File: src/rtl/out_port_fifo.sv
// Output-port FIFO: first-word-fall-through circular buffer between CPU port writes and an external device.
// Optional sticky drop flag (o_overflow/i_clear_ovf) is built only when OUT_PORT_OVF_EN is defined.

package arch_defs_pkg;
   localparam int DATA_WIDTH = 8;
endpackage

module out_port_fifo #(
   parameter int DATA_WIDTH = arch_defs_pkg::DATA_WIDTH,
   parameter int DEPTH      = 4
) (
   input  logic                       clk,
   input  logic                       reset,
   input  logic                       i_load,
   input  logic [DATA_WIDTH-1:0]      i_data_in,
   output logic                       o_full,
   output logic [$clog2(DEPTH):0]     o_count,
   output logic [DATA_WIDTH-1:0]      o_out_data,
   output logic                       o_out_valid,
   input  logic                       i_out_ready
`ifdef OUT_PORT_OVF_EN
   ,
   output logic                       o_overflow,
   input  logic                       i_clear_ovf
`endif
);

   localparam int PW = $clog2(DEPTH);
   localparam int CW = PW + 1;

   logic [DATA_WIDTH-1:0] r_mem [DEPTH];
   logic [PW-1:0]         r_wr_ptr;
   logic [PW-1:0]         r_rd_ptr;
   logic [CW-1:0]         r_count;

   logic w_full;
   logic w_valid;
   logic w_pop;
   logic w_push;

   // Status is decoded purely from r_count, so nothing here depends on i_load.
   assign w_full  = (r_count == CW'(DEPTH));
   assign w_valid = (r_count != '0);
   assign w_pop   = w_valid & i_out_ready;
   assign w_push  = i_load & (~w_full | w_pop);

   assign o_full      = w_full;
   assign o_count     = r_count;
   assign o_out_valid = w_valid;
   // Gate the head so stale storage is never exposed after reset or drain.
   assign o_out_data  = w_valid ? r_mem[r_rd_ptr] : '0;

   always_ff @(posedge clk) begin
      if (w_push)
         r_mem[r_wr_ptr] <= i_data_in;
   end

   always_ff @(posedge clk) begin
      if (reset) begin
         r_wr_ptr <= '0;
         r_rd_ptr <= '0;
         r_count  <= '0;
      end else begin
         if (w_push)
            r_wr_ptr <= r_wr_ptr + PW'(1);
         if (w_pop)
            r_rd_ptr <= r_rd_ptr + PW'(1);
         if (w_push && !w_pop)
            r_count <= r_count + CW'(1);
         else if (w_pop && !w_push)
            r_count <= r_count - CW'(1);
      end
   end

`ifdef OUT_PORT_OVF_EN
   logic r_overflow;
   logic w_drop;

   assign w_drop     = i_load & w_full & ~w_pop;
   assign o_overflow = r_overflow;

   // A drop in the same cycle as a clear wins, so no drop is ever lost.
   always_ff @(posedge clk) begin
      if (reset)
         r_overflow <= 1'b0;
      else if (w_drop)
         r_overflow <= 1'b1;
      else if (i_clear_ovf)
         r_overflow <= 1'b0;
   end
`endif

endmodule

File: config.mk
export PLATFORM = sky130hd
export DESIGN_NAME = out_port_fifo
export DESIGN_NICKNAME = d
export VERILOG_FILES = /design/src/rtl/out_port_fifo.sv
export SDC_FILE = /design/constraint.sdc
export NUM_CORES = 1
export LEC_CHECK = 0
export BUFFER_PORTS_ARGS = -buffer_cell sky130_fd_sc_hd__buf_4
export CAP_MARGIN = 20
export CORE_MARGIN = 2
export CORE_UTILIZATION = 42
export DETAILED_ROUTE_END_ITERATION = 6
export PLACE_DENSITY = 0.67
export SYNTH_ARGS = -nofsm -noshare
export SYNTH_HDL_FRONTEND = slang
export SYNTH_SLANG_ARGS = --single-unit
File: constraint.sdc
create_clock -name clk -period 1.9 [get_ports clk]
set_clock_uncertainty 0.05 [all_clocks]
set_input_delay 0.095 -clock clk [delete_from_list [all_inputs] [get_ports clk]]
set_output_delay 0.095 -clock clk [all_outputs]
set_load 0.01 [all_outputs]
# Yosys cells after proc, flatten, opt, wreduce, memory -nomap -nowiden
# Memory sizes are Yosys's and may differ from the RTL's. A register that Yosys moved wholly into a read port is not among the register bits.
# Index checks and enable logic that the tools add are counted.
# word_totals
out_inout_bits	13
register_bits	7
ramBits	32
elab_cells	26
n_memories	1
# op_classes
add_sub_neg	4
bitwise_logic	4
n_eq_ne	1
n_reduce_logical	6
mux	7
# mem_list
memory	words	width	read_ports	rd_clocked_by_memory_dff	write_ports	line	text
r_mem	4	8	1	1	1	31	logic [DATA_WIDTH-1:0] r_mem [DEPTH];
# ops
op	n
$mux 8	1
$mux 3	2
$add 2x1->2 const B	2
$mux 2	2
$add 3x1->3 const B	1
$eq 3x3->1 const B	1
$reduce_bool 3->1	1
$sub 3x1->3 const B	1
$and 1x1->1	2
$logic_and 1x1->1	2
$logic_not 1->1	2
$mux 1	2
$reduce_bool 2->1	1
$not 1->1	1
$or 1x1->1	1

# Logic depth before layout (Yosys ltp)
# depth
depth_word	8
ltp_mapped	8

# Worst setup path after synthesis
# OpenSTA, ideal clock, no wires.
# synth_timing
kind	register to register
start	register r_count[0] (netlist: o_count[0])
end	register r_count[2] (netlist: o_count[2])
n_path_buf	0
path_stages_with_launch	9
t_arrival_ns	2.034
setup_slack_ns	-0.254
period_less_slack_ns	2.154
cell_sequence	dfxtp_1 nor3b_4 a21boi_4 ha_1 inv_1 fa_1 xor2_1 or3_1 a21oi_1
# synth_via
elab_chain_len	7
word_cells_on_any_way	15
classes_between	add/sub (2); eq/ne (1); mux (2); bitwise (4); reduce/logical (6)
# synth_rtl
element	line	text
start: declaration	34	logic [CW-1:0] r_count;
start signal: assignment	69	r_count <= r_count + CW'(1);
start signal: assignment	71	r_count <= r_count - CW'(1);
$eq 3x3->1 (*)	42	assign w_full = (r_count == CW'(DEPTH));
via o_full	16	output logic o_full,
$not 1->1 (*)	45	assign w_push = i_load & (~w_full | w_pop);
$or 1x1->1 (*)	45	
$and 1x1->1 (*)	45	
via w_push	39	logic w_push;
$logic_not 1->1	70	else if (w_pop && !w_push)
$logic_and 1x1->1	70	
$reduce_bool 2->1 (no line)	n/a	
# The timed path passes the listed nets; every way through them passes the cells marked *. The select of a mux whose other input is x is not followed.
# A chain may end at the register's enable or synchronous reset.

# Worst setup path in the final report
# layout_timing
start	register r_count[1] (netlist: o_count[1])
end	register r_count[2] (netlist: o_count[2])
# layout_via
elab_chain_len	7
word_cells_on_any_way	15
classes_between	add/sub (2); eq/ne (1); mux (2); bitwise (4); reduce/logical (6)
# layout_rtl
element	line
$reduce_bool 3->1 or $eq 3x3->1 (tied branches)	43, 42
$and 1x1->1 or $not 1->1 (tied branches)	44, 45
$or 1x1->1	45
$and 1x1->1	45
$logic_not 1->1	70
$logic_and 1x1->1	70
$reduce_bool 2->1 (no line)	n/a
# Several ways; a longest one is shown, not always the timed one. The select of a mux whose other input is x is not followed.

==> results.txt <==
----------------------------------------------------
[Outcome]
  Result of the run ... finished, violations left
  Violated checks ... setup timing

[Layout]
  Combined area of the multi-input logic cells ... 549 µm²
  Share of post-route cells with drive strength above 1 ... 39.5%
  Non-Filler Cell Area, Final ... 2250 µm²
  Non-filler instance count after layout ... 197
  Fill count ... 320
  Fin nets ... 164
  Area delta synth->final ... 31.5%
  Sequential cell area in the final layout ... 1150 µm²
  Antenna fix cells ... 0

[STA]
  Final count of hold timing violations ... 0
  Peak Freq ... 0.511 GHz
  Post-route setup slack ... -0.0553 ns
  Time the worst path needs with I/O delays and setup ... 1.96 ns
  Slew Limit Fails ... 0
  Slew Limit Headroom ... 68.4%
  Final clock period utilization by the worst path ... 103%
  Worst hold margin ... 0.206 ns
  Actual slew at the worst max-slew pin ... 0.474 ns
  Final setup violation count ... 1
  RSZ-0062 raised after global routing ... true

[Setup path]
  Maximum fanout along the worst path ... 5
  Count of buffering cells on the critical path with inverters included ... 1
  CP arrival ... 2.11 ns
  Critical Setup Path Class ... flop to flop
  Kind of launch point of the worst setup path ... flop
  Worst path top cell family by delay ... adder cells
  Stage delay of the slowest cell on the critical path ... 0.37 ns
  R2R depth ... 7
  Critical-path cell list ... o31ai_4 > ha_4 > inv_1 > fa_2 > xor2_1 > or3_1 > a21oi_1
  Depth of the critical timing path with buffers and inverters included ... 7
  Capture point of the worst reg-to-reg path ... o_count[2]
  Critical R2R Launch ... o_count[1]
  CP max-delay cell ... dfxtp_2
  Reg2reg setup slack ... -0.06 ns
  Kind of capture point of the worst setup path ... flop
  Required time at the worst-slack endpoint ... 2.06 ns

[Job]
  Maximum capacitance violations ... 0

[Floorplanning]
  Cell Rows ... 23
  Effective utilization at floorplan ... 43.1%
  Overall die width ... 67.8 µm
  Core Box Area ... 3970 µm²
  I/O pin total ... 25
  Vert. Die Dim ... 67.8 µm
  Area of the die ... 4600 µm²

[Detailed routing]
  DRC marker count from the first detailed-route iteration ... 30
  Final wirelength ... 2920 µm
  DRC viols ... 0
  Routed len/inst ... 14.8 µm
  Via density ... 4.80
  Number of nets with antenna violations after detailed routing ... 0
  First-pass DRT Iterations ... 4
  Vias after detailed routing ... 946

[GRT]
  Pin count of the biggest net entering global routing ... 14
  Global-route wire length before repair ... 4620 µm
  Aggregate global routing overflow ... 0
  Antenna violations before repair ... 0
  Number of global-route vias before repair ... 985
  Global-route usage over all layers ... 14.4%

[Yosys]
  Nets in the synthesized netlist ... 119
  Fraction of registers with async set or reset after synthesis ... 0%
  Number of distinct standard cells referenced by the synthesized netlist ... 26
  Leading post-synthesis cells by instance count ... edfxtp_1 (32), dfxtp_1 (9), mux4_2 (8), nor2b_1 (8), nor2_1 (6)
  Number of register bits inferred by synthesis ... 41
  Post-Syn Instances ... 101
  Synthesized area divided by synthesized cell count ... 16.9 µm²
  Leading cell type by number of instances after synthesis ... edfxtp_1
  Most used DFF post-synth ... edfxtp_1
  Post-synth top area share ... 56.2%
  Total number of yosys warnings ... 0
  Biggest area consumer among synthesized cells ... edfxtp_1
  Netlist Area Pre-Place ... 1710 µm²
  Number of synthesized flops with an enable pin ... 32
  Synth area leaders ... edfxtp_1 (56%), dfxtp_1 (11%), mux4_2 (11%), ha_1 (3.7%), nor2b_1 (2.9%)
  Fraction of the yosys area taken by sequential cells ... 66.7%

[Clock tree]
  Clock sink count ... 41
  CTS tree ... built
  Root Driver ... clkbuf_8
  Clk Latency, worst-skew pair ... 0.27 ns
  Clock transition at the register clock pins on the worst setup and hold paths after CTS ... 0.07 ns
  Maximum root-to-sink buffer count ... 2
  CTS H-Tree Depth ... 2
  CTS Buf Count ... 5

[Power]
  Worst voltage drop across the vdd grid ... 738 µV
  Leakage ... 0.850 nW
  Pwr Density ... 1400 nW/µm²

[Placement]
  Post-Place Cell Area ... 1990 µm²
  Worst setup timing slack at the placement stage ... -0.0793 ns
  Total half-perimeter wirelength after legalization and detailed placement ... 2000 µm
  Number of buffers inserted by port buffering ... 24
  Global placement routability congestion ... 0.746
  Number of placed cells counting well taps ... 178

[Hold path]
  Number of stages on the worst hold path ... 4
  Min-delay worst type ... input pin to flop
  Startpoint of the lowest-slack hold path ... i_out_ready

----------------------------------------------------
cells in the final DEF (no fill, tap or decap):
master and instances:
a21boi_4 1, a21oi_1 2, and2_1 4, buf_4 33, bufinv_16 2, clkbuf_8 5, clkinv_2 1, dfxtp_1 6
dfxtp_2 2, dfxtp_4 1, dlygate4sd3_1 9, edfxtp_1 32, fa_2 1, ha_1 4, ha_4 1, inv_1 5
mux2_4 1, mux2i_1 2, mux4_2 8, nand2_1 1, nand2b_1 2, nor2_1 6, nor2b_1 8, nor3_1 1
nor3b_4 1, o21ai_0 1, o21ai_1 1, o31ai_4 1, or3_1 2, xor2_1 3
registers in the layout, summed over array words and instances (netlist names), named ones only:
signal / flops
o_count: 3
r_mem: 32
r_rd_ptr: 2
r_wr_ptr: 2
kinds of logic after synthesis:
logic type,share of synthesized area (%)
flops,66.7
simple gates,8.78
mux,12.6
buf+inv,2.56
compound gates,3.00
fa+ha+maj,4.83
xor+xnor,1.54
through the flow:
stage / total power [mW] / TNS (ns) / utilization [%]
final: 3.15 / -0.0553 / 56.6
after global placement: 2.27 / 0 / 50.2
after detailed placement: 2.31 / -0.0793 / 50.2
after global routing: 3.32 / -0.121 / 56.6
after floorplan: 1.84 / -0.0718 / -
after CTS: 3.16 / -0.0692 / 56.4
layer usage:
metal | global-route usage [%] | share of wire [%] | up-vias
met5 | 0 | 0 | -
met4 | 6.00 | 0.79 | 0
met3 | 2.96 | 3.3 | 2
met2 | 24.9 | 53 | 19
met1 | 17.5 | 43 | 468
li1 | - | - | 457
where the power goes:
group          internal (mW)  switching [mW]
logic                  0.633           0.527
registers               1.10          0.0989
clock network          0.522           0.272
worst register-to-register path: stages (launching register included):
cell     delay (ns)
dfxtp_2        0.37
o31ai_4        0.31
ha_4           0.18
inv_1          0.05
fa_2           0.33
xor2_1         0.17
or3_1          0.32
a21oi_1        0.12
cell type report:
type	count	share of cell area, %
flip-flops and latches	41	51.0
multi-input cells	51	24.4
repair buffers	42	15.0
clock buffers	5	3.06
clock inverters	3	2.89
well taps	50	2.78
inverters	5	0.834
worst max path at each step:
stage                     from  slack (ns)    endpoint
CTS                 o_count[2]       -0.07  o_count[2]
finish              o_count[1]       -0.06  o_count[2]
global placement    o_count[1]        0.01  o_count[2]
detailed placement  o_count[1]       -0.08  o_count[2]
global route        o_count[2]       -0.12  o_count[2]
floorplan           o_count[2]       -0.07  o_count[2]
timing repair:
action,4_1_cts,5_1_grt
hold endpoints to repair,35,0
pin swaps,1,0
buffers inserted,2,0
setup endpoints to repair,1,1
resized for setup,1,1
hold buffers,9,0
Note: power is estimated with default switching activity, not from simulation.
